==> src/rtl/jtroadf_nvram_arb_if.sv <==
// Bus bundle between the NVRAM arbiter, its CPU/ioctl clients and the work RAM port.
interface jtroadf_nvram_arb_if #(
  parameter int unsigned AW = 11
) ();
  // CPU side
  logic          cpu_cen;
  logic          cpu_cs;
  logic          cpu_we;
  logic [AW-1:0] cpu_addr;
  logic [7:0]    cpu_din;
  logic [7:0]    cpu_dout;
  // ioctl load/save channel
  logic          dma_rd;
  logic          dma_wr;
  logic [AW-1:0] dma_addr;
  logic [7:0]    dma_din;
  logic [7:0]    dma_dout;
  logic          dma_ack;
  logic          dma_busy;
  logic          dma_ovf;
  // Save-logic side
  logic          dl_lock;
  logic          dirty;
  logic          dirty_clr;
  // RAM port
  logic [AW-1:0] ram_addr;
  logic [7:0]    ram_din;
  logic          ram_we;
  logic [7:0]    ram_dout;

  // Arbiter view
  modport slave (
    input  cpu_cen, cpu_cs, cpu_we, cpu_addr, cpu_din,
    output cpu_dout,
    input  dma_rd, dma_wr, dma_addr, dma_din,
    output dma_dout, dma_ack, dma_busy, dma_ovf,
    input  dl_lock, dirty_clr,
    output dirty,
    output ram_addr, ram_din, ram_we,
    input  ram_dout
  );

  // Clients plus RAM view
  modport master (
    output cpu_cen, cpu_cs, cpu_we, cpu_addr, cpu_din,
    input  cpu_dout,
    output dma_rd, dma_wr, dma_addr, dma_din,
    input  dma_dout, dma_ack, dma_busy, dma_ovf,
    output dl_lock, dirty_clr,
    input  dirty,
    input  ram_addr, ram_din, ram_we,
    output ram_dout
  );
endinterface

==> src/rtl/jtroadf_nvram_arb.sv <==
// Road Fighter work-RAM arbiter: shares one synchronous-read RAM port between the CPU
// (absolute priority) and a single-entry ioctl NVRAM load/save channel.
module jtroadf_nvram_arb #(
  parameter int unsigned AW = 11
) (
  input  logic               clk,
  input  logic               rst,
  jtroadf_nvram_arb_if.slave bus
);

  // The GRANT phase is the PEND cycle in which the CPU leaves the port free, so an
  // accepted strobe can reach the RAM on the very next cycle.
  typedef enum logic [1:0] {StIdle, StPend, StRdata, StAck} state_e;

  state_e        r_state, w_state_nxt;
  logic [AW-1:0] r_addr;
  logic [7:0]    r_din;
  logic          r_wr;
  logic [7:0]    r_dma_dout;
  logic          r_ovf;
  logic          r_dirty;
  logic [7:0]    r_cpu_dout;
  logic          r_cpu_rd;

  logic w_cpu_own;
  logic w_cpu_commit;
  logic w_grant;
  logic w_busy;
  logic w_strobe;
  logic w_accept;

  // Port ownership and request intake decode
  always_comb begin
    w_cpu_own    = bus.cpu_cen && bus.cpu_cs;
    w_cpu_commit = w_cpu_own && bus.cpu_we && !bus.dl_lock;
    w_busy       = (r_state == StPend) || (r_state == StRdata);
    w_grant      = (r_state == StPend) && !w_cpu_own;
    w_strobe     = bus.dma_rd || bus.dma_wr;
    w_accept     = w_strobe && !w_busy;
  end

  // DMA state register
  always_ff @(posedge clk) begin
    if (rst) r_state <= StIdle;
    else     r_state <= w_state_nxt;
  end

  // DMA next-state; ACK frees the channel so a new strobe may be taken there
  always_comb begin
    w_state_nxt = r_state;
    case (r_state)
      StIdle:  if (w_accept) w_state_nxt = StPend;
      StPend:  if (w_grant) w_state_nxt = r_wr ? StAck : StRdata;
      StRdata: w_state_nxt = StAck;
      StAck:   w_state_nxt = w_accept ? StPend : StIdle;
      default: w_state_nxt = StIdle;
    endcase
  end

  // RAM port mux and status outputs; reset kills writes and handshakes immediately
  always_comb begin
    bus.ram_addr = bus.cpu_addr;
    bus.ram_din  = bus.cpu_din;
    bus.ram_we   = 1'b0;
    if (w_cpu_own) begin
      bus.ram_we = bus.cpu_we && !bus.dl_lock;
    end else if (w_grant) begin
      bus.ram_addr = r_addr;
      bus.ram_din  = r_din;
      bus.ram_we   = r_wr;
    end
    if (rst) bus.ram_we = 1'b0;
    bus.dma_ack  = (r_state == StAck) && !rst;
    bus.dma_busy = w_busy && !rst;
    bus.dma_dout = r_dma_dout;
    bus.dma_ovf  = r_ovf;
    bus.dirty    = r_dirty;
    bus.cpu_dout = r_cpu_dout;
  end

  // Latch one ioctl request; a simultaneous rd+wr is taken as a write
  always_ff @(posedge clk) begin
    if (rst) begin
      r_addr <= '0;
      r_din  <= '0;
      r_wr   <= 1'b0;
      r_ovf  <= 1'b0;
    end else begin
      if (w_accept) begin
        r_addr <= bus.dma_addr;
        r_din  <= bus.dma_din;
        r_wr   <= bus.dma_wr;
      end
      if (w_strobe && w_busy) r_ovf <= 1'b1;
    end
  end

  // Capture read data; ram_dout in RDATA still belongs to the GRANT-cycle address
  always_ff @(posedge clk) begin
    if (rst) begin
      r_dma_dout <= '0;
      r_cpu_dout <= 8'hFF;
      r_cpu_rd   <= 1'b0;
    end else begin
      r_cpu_rd <= w_cpu_own && !bus.cpu_we;
      if (r_cpu_rd) r_cpu_dout <= bus.ram_dout;
      if (r_state == StRdata) r_dma_dout <= bus.ram_dout;
    end
  end

  // Dirty tracking for the save logic; a set beats a same-cycle clear
  always_ff @(posedge clk) begin
    if (rst)                r_dirty <= 1'b0;
    else if (w_cpu_commit)  r_dirty <= 1'b1;
    else if (bus.dirty_clr) r_dirty <= 1'b0;
  end

endmodule

==> src/flat_wrapper.sv <==
// flat-port wrapper written by rule: the top's interface ports become plain ports
module jtroadf_nvram_arb_flat 
#(
  parameter int unsigned AW = 11
)
  (clk, rst, bus_cpu_cen, bus_cpu_cs, bus_cpu_we, bus_cpu_addr, bus_cpu_din, bus_cpu_dout, bus_dma_rd, bus_dma_wr, bus_dma_addr, bus_dma_din, bus_dma_dout, bus_dma_ack, bus_dma_busy, bus_dma_ovf, bus_dl_lock, bus_dirty_clr, bus_dirty, bus_ram_addr, bus_ram_din, bus_ram_we, bus_ram_dout);
  jtroadf_nvram_arb_if #(.AW(AW)) bus_i ();
  input  logic clk;
  input  logic rst;
  input wire logic [$bits(bus_i.cpu_cen)-1:0] bus_cpu_cen;
  input wire logic [$bits(bus_i.cpu_cs)-1:0] bus_cpu_cs;
  input wire logic [$bits(bus_i.cpu_we)-1:0] bus_cpu_we;
  input wire logic [$bits(bus_i.cpu_addr)-1:0] bus_cpu_addr;
  input wire logic [$bits(bus_i.cpu_din)-1:0] bus_cpu_din;
  output wire logic [$bits(bus_i.cpu_dout)-1:0] bus_cpu_dout;
  input wire logic [$bits(bus_i.dma_rd)-1:0] bus_dma_rd;
  input wire logic [$bits(bus_i.dma_wr)-1:0] bus_dma_wr;
  input wire logic [$bits(bus_i.dma_addr)-1:0] bus_dma_addr;
  input wire logic [$bits(bus_i.dma_din)-1:0] bus_dma_din;
  output wire logic [$bits(bus_i.dma_dout)-1:0] bus_dma_dout;
  output wire logic [$bits(bus_i.dma_ack)-1:0] bus_dma_ack;
  output wire logic [$bits(bus_i.dma_busy)-1:0] bus_dma_busy;
  output wire logic [$bits(bus_i.dma_ovf)-1:0] bus_dma_ovf;
  input wire logic [$bits(bus_i.dl_lock)-1:0] bus_dl_lock;
  input wire logic [$bits(bus_i.dirty_clr)-1:0] bus_dirty_clr;
  output wire logic [$bits(bus_i.dirty)-1:0] bus_dirty;
  output wire logic [$bits(bus_i.ram_addr)-1:0] bus_ram_addr;
  output wire logic [$bits(bus_i.ram_din)-1:0] bus_ram_din;
  output wire logic [$bits(bus_i.ram_we)-1:0] bus_ram_we;
  input wire logic [$bits(bus_i.ram_dout)-1:0] bus_ram_dout;
  assign bus_i.cpu_cen = bus_cpu_cen;
  assign bus_i.cpu_cs = bus_cpu_cs;
  assign bus_i.cpu_we = bus_cpu_we;
  assign bus_i.cpu_addr = bus_cpu_addr;
  assign bus_i.cpu_din = bus_cpu_din;
  assign bus_cpu_dout = bus_i.cpu_dout;
  assign bus_i.dma_rd = bus_dma_rd;
  assign bus_i.dma_wr = bus_dma_wr;
  assign bus_i.dma_addr = bus_dma_addr;
  assign bus_i.dma_din = bus_dma_din;
  assign bus_dma_dout = bus_i.dma_dout;
  assign bus_dma_ack = bus_i.dma_ack;
  assign bus_dma_busy = bus_i.dma_busy;
  assign bus_dma_ovf = bus_i.dma_ovf;
  assign bus_i.dl_lock = bus_dl_lock;
  assign bus_i.dirty_clr = bus_dirty_clr;
  assign bus_dirty = bus_i.dirty;
  assign bus_ram_addr = bus_i.ram_addr;
  assign bus_ram_din = bus_i.ram_din;
  assign bus_ram_we = bus_i.ram_we;
  assign bus_i.ram_dout = bus_ram_dout;
  jtroadf_nvram_arb #(.AW(AW)) u_core (.clk(clk), .rst(rst), .bus(bus_i));
endmodule
==> config.mk <==
export PLATFORM = sky130hd
export DESIGN_NAME = jtroadf_nvram_arb_flat
export DESIGN_NICKNAME = d
export VERILOG_FILES = /design/src/rtl/jtroadf_nvram_arb_if.sv /design/src/rtl/jtroadf_nvram_arb.sv /design/src/flat_wrapper.sv
export SDC_FILE = /design/constraint.sdc
export NUM_CORES = 1
export LEC_CHECK = 0
export CAP_MARGIN = 20
export CORE_MARGIN = 10
export CORE_UTILIZATION = 40
export DETAILED_ROUTE_END_ITERATION = 7
export HOLD_SLACK_MARGIN = 0.03
export PLACE_DENSITY_LB_ADDON = 0.25
export SYNTH_ARGS = -nofsm -noshare
export SYNTH_HDL_FRONTEND = slang
export SYNTH_SLANG_ARGS = --single-unit
==> constraint.sdc <==
create_clock -name clk -period 2 [get_ports clk]
set_input_delay 0.4 -clock clk [delete_from_list [all_inputs] [get_ports clk]]
set_output_delay 0.4 -clock clk [all_outputs]
set_load 0.03 [all_outputs]
==> flow_summary.json <==
{
  "status": "finished with violations",
  "violations": "setup timing",
  "cts_inserted_buffers": 5,
  "synth.lib_cells_used.distinct": 26,
  "grt.total_usage_pct": 15.7,
  "worstSetupEndpointType": "output port",
  "crit_start": "u_core.r_state[1]",
  "critPathRequiredTime_ps": 1600,
  "antenna_violations_before_repair": 0,
  "power.density_cell_area_mw_per_mm2": 1200,
  "startpoint_type": "flop",
  "drt-pass1-iter-count": 4,
  "syn-cell-area_mm2": 0.00186,
  "grt_setup_unrepaired": "yes",
  "vdd_drop_max_uv": 626,
  "drv_slew": 0,
  "final_period_minus_worst_setup_slack_ps": 2160,
  "number_of_global_route_vias_before_repair": 1831,
  "yosys_warnings": 0,
  "layout_common_cells": "70 x clkdlybuf4s50_1, 41 x nand2_1, 39 x dfxtp_1",
  "critical_path.max_stage_delay_ps": 330,
  "path_depth": 7,
  "critPathKind": "flop to output port",
  "insertedDiodeCount": 0,
  "clk_path_buf_depth": 2,
  "critical_path.reg2reg.endpoint": "u_core.r_addr[6]",
  "cts_hold_buf": 0,
  "grt.overflow.total": 0,
  "die_h_um": 88.2,
  "grt_pass1_wl_um": 9480,
  "dieArea_mm2": 0.00777,
  "synthToLayoutAreaGrowth_pct": 74.6,
  "rr_worst_depth": 7,
  "route.vias.total": 1751,
  "portBuffers": 94,
  "maximum_number_of_pins_on_one_net_before_global_route_repair": 31,
  "worst-path-max-fanout": 5,
  "vias_per_cell": 4.90,
  "worst_pin_slew_ps": 539,
  "clock_insertion_delay_worst_skew_ps": 300,
  "dominantRegCellSynth": "dfxtp_1",
  "critical_path_buf_inv_count": 4,
  "wirelength_um": 6380,
  "clock_tree.root_cell": "clkbuf_8",
  "fin_skew_ps": 7.33,
  "synth_seq_area_share_pct": 44.2,
  "drtAntennaViolNets": 0,
  "cts_tree": "yes",
  "numClockSinks": 41,
  "synthesis.instances": 194,
  "synth-edff-count": 0,
  "hold_viol": 0,
  "postSynthRegisterBits": 41,
  "critPathArrivalTime_ps": 1760,
  "cpLargestDelayFamily": "buffers and inverters",
  "route.detailed.drc": 0,
  "report.final.setup_viol": 20,
  "finalHoldWorstSlack_ps": 457,
  "iter_0_drt_violations": 71,
  "worst_path_clk_slew_ps": 80,
  "ff_to_ff_start": "u_core.r_state[0]",
  "final.fill_count": 312,
  "setup.reg_to_reg.worst_slack_ps": 240,
  "dpl_worst_slack_ps": -629,
  "h_tree_lvl_count": 2,
  "die_width_um": 88.2,
  "detailedPlacementHpwl_um": 4240,
  "floorplan.initialDensity_pct": 42.1,
  "max_freq_mhz": 464,
  "avgSynthCellArea_um2": 9.58,
  "io_pins": 95,
  "cpMaxStageDelayCell": "dfxtp_2",
  "layout.core_utilization_pct": 73.5,
  "period_share_pct": 108,
  "nNetsFinal": 363,
  "critical_path_cell_sequence": "inv_2 -> ha_4 -> a21boi_4 -> buf_12 -> buf_12 -> mux2_4 -> buf_6",
  "holdCritPathClass": "flop to flop",
  "postSynth.asyncResetShare_pct": 0,
  "crit_path_end": "bus_ram_din[5]",
  "drive_gt1_share_pct": 28.5,
  "drt-wirelength-per-cell_um": 17.9,
  "synthesis.nets": 253,
  "layout_setup_ws_ps": -157,
  "static-leakage-power_nw": 1.34,
  "row_count": 24,
  "cap_viol_max_count": 0,
  "placeableCoreArea_mm2": 0.00441,
  "max-slew-margin-rel_pct": 64.0,
  "crit_top_cell": "buf_12",
  "finalWeightedCongestion": 0.814,
  "layout_commonest_cell": "clkdlybuf4s50_1"
}
-- repair_timing --
item,4_1_cts,5_1_grt
gates resized for setup,165,2
endpoints found under the hold margin,0,0
cloned,3,0
setup buffers,7,2
endpoints found under the setup margin,21,21
pin swaps,3,0
-- synthesized netlist by cell type (2+ instances only) --
cell	count	area share, %
nand2_1	42	8.5
dfxtp_1	41	44
a21oi_1	22	5.9
mux2_2	18	11
nor2b_1	10	3.4
a211o_1	9	4.2
mux2i_1	9	4.8
nor2_1	9	1.8
buf_4	4	1.6
ha_1	4	2.7
inv_1	4	0.81
buf_2	3	0.81
buf_6	3	1.8
clkbuf_1	3	0.61
o32ai_2	2	1.8
-- where the power goes --
group | switching [W] | leakage (nW) | total [W] | internal [W]
combinational | 0.00108 | 0.950 | 0.00223 | 0.00115
clock | 0.000288 | 0.0542 | 0.000600 | 0.000312
sequential | 0.0000926 | 0.337 | 0.00106 | 0.000964
total | 0.00146 | 1.34 | 0.00389 | 0.00243
-- per-stage QoR --
stage	power (W)	setup TNS [ps]	instance area, um2	std cells
after floorplan	0.00222	0	1860	194
after global placement	0.00280	-10670	2880	341
after detailed placement	0.00284	-11210	2880	341
after CTS	0.00400	-3850	3300	359
after global routing	0.00409	-3530	3240	357
final	0.00389	-2370	3240	357
-- worst reg2reg max path, stage by stage (launching register included) --
cell and delay (ps):
dfxtp_2 340, buf_4 140, inv_1 160, ha_4 240
o21ba_4 260, buf_4 250, nand2_1 90, a21oi_1 190
-- cell type report --
cell class | count | area, um2 | share of cell area (%)
timing repair buffer | 116 | 1180 | 36.4
sequential | 41 | 823 | 25.4
tap | 52 | 65.1 | 2.01
clock inverter | 1 | 5.00 | 0.154
multi-input combinational | 136 | 1060 | 32.6
inverter | 4 | 15.0 | 0.463
clock buffer | 7 | 96.3 | 2.97
-- cells by family after synthesis --
logic type               synth area share [%]
AO/OA/AOI/OAI                            15.6
buffers and inverters                    5.66
flip-flops                               44.2
multiplexers                             16.6
adder cells (fa/ha/maj)                  2.69
AND/OR/NAND/NOR                          15.4
-- registers in the layout, summed over array words and instances (netlist names) --
signal               flops
u_core.r_wr              1
u_core.r_din             8
u_core.r_cpu_rd          1
u_core.bus.dma_dout      8
u_core.bus.dma_ovf       1
u_core.r_state           2
u_core.r_addr           11
u_core.bus.dirty         1
u_core.bus.cpu_dout      8
-- worst min-delay path by stage --
stage | cells past startpoint | start | slack, ps | end
after floorplan | 2 | u_core.r_addr[0] | 430 | u_core.r_addr[0]
after global placement | 2 | u_core.bus.dma_ovf | 430 | u_core.bus.dma_ovf
after detailed placement | 2 | u_core.r_din[0] | 440 | u_core.r_din[0]
after CTS | 2 | u_core.r_din[0] | 460 | u_core.r_din[0]
after global routing | 2 | u_core.r_addr[9] | 480 | u_core.r_addr[9]
final | 2 | u_core.r_din[0] | 460 | u_core.r_din[0]
-- metal layers --
metal  part of all wire (%)  track usage, %  up-vias
li1                       -               -      879
met5                      0               0        -
met3                    7.0            5.20        8
met1                     39            17.4      812
met4                    1.7            5.56        0
met2                     52            27.2       52
No activity file was read; power rests on OpenSTA's default activity.
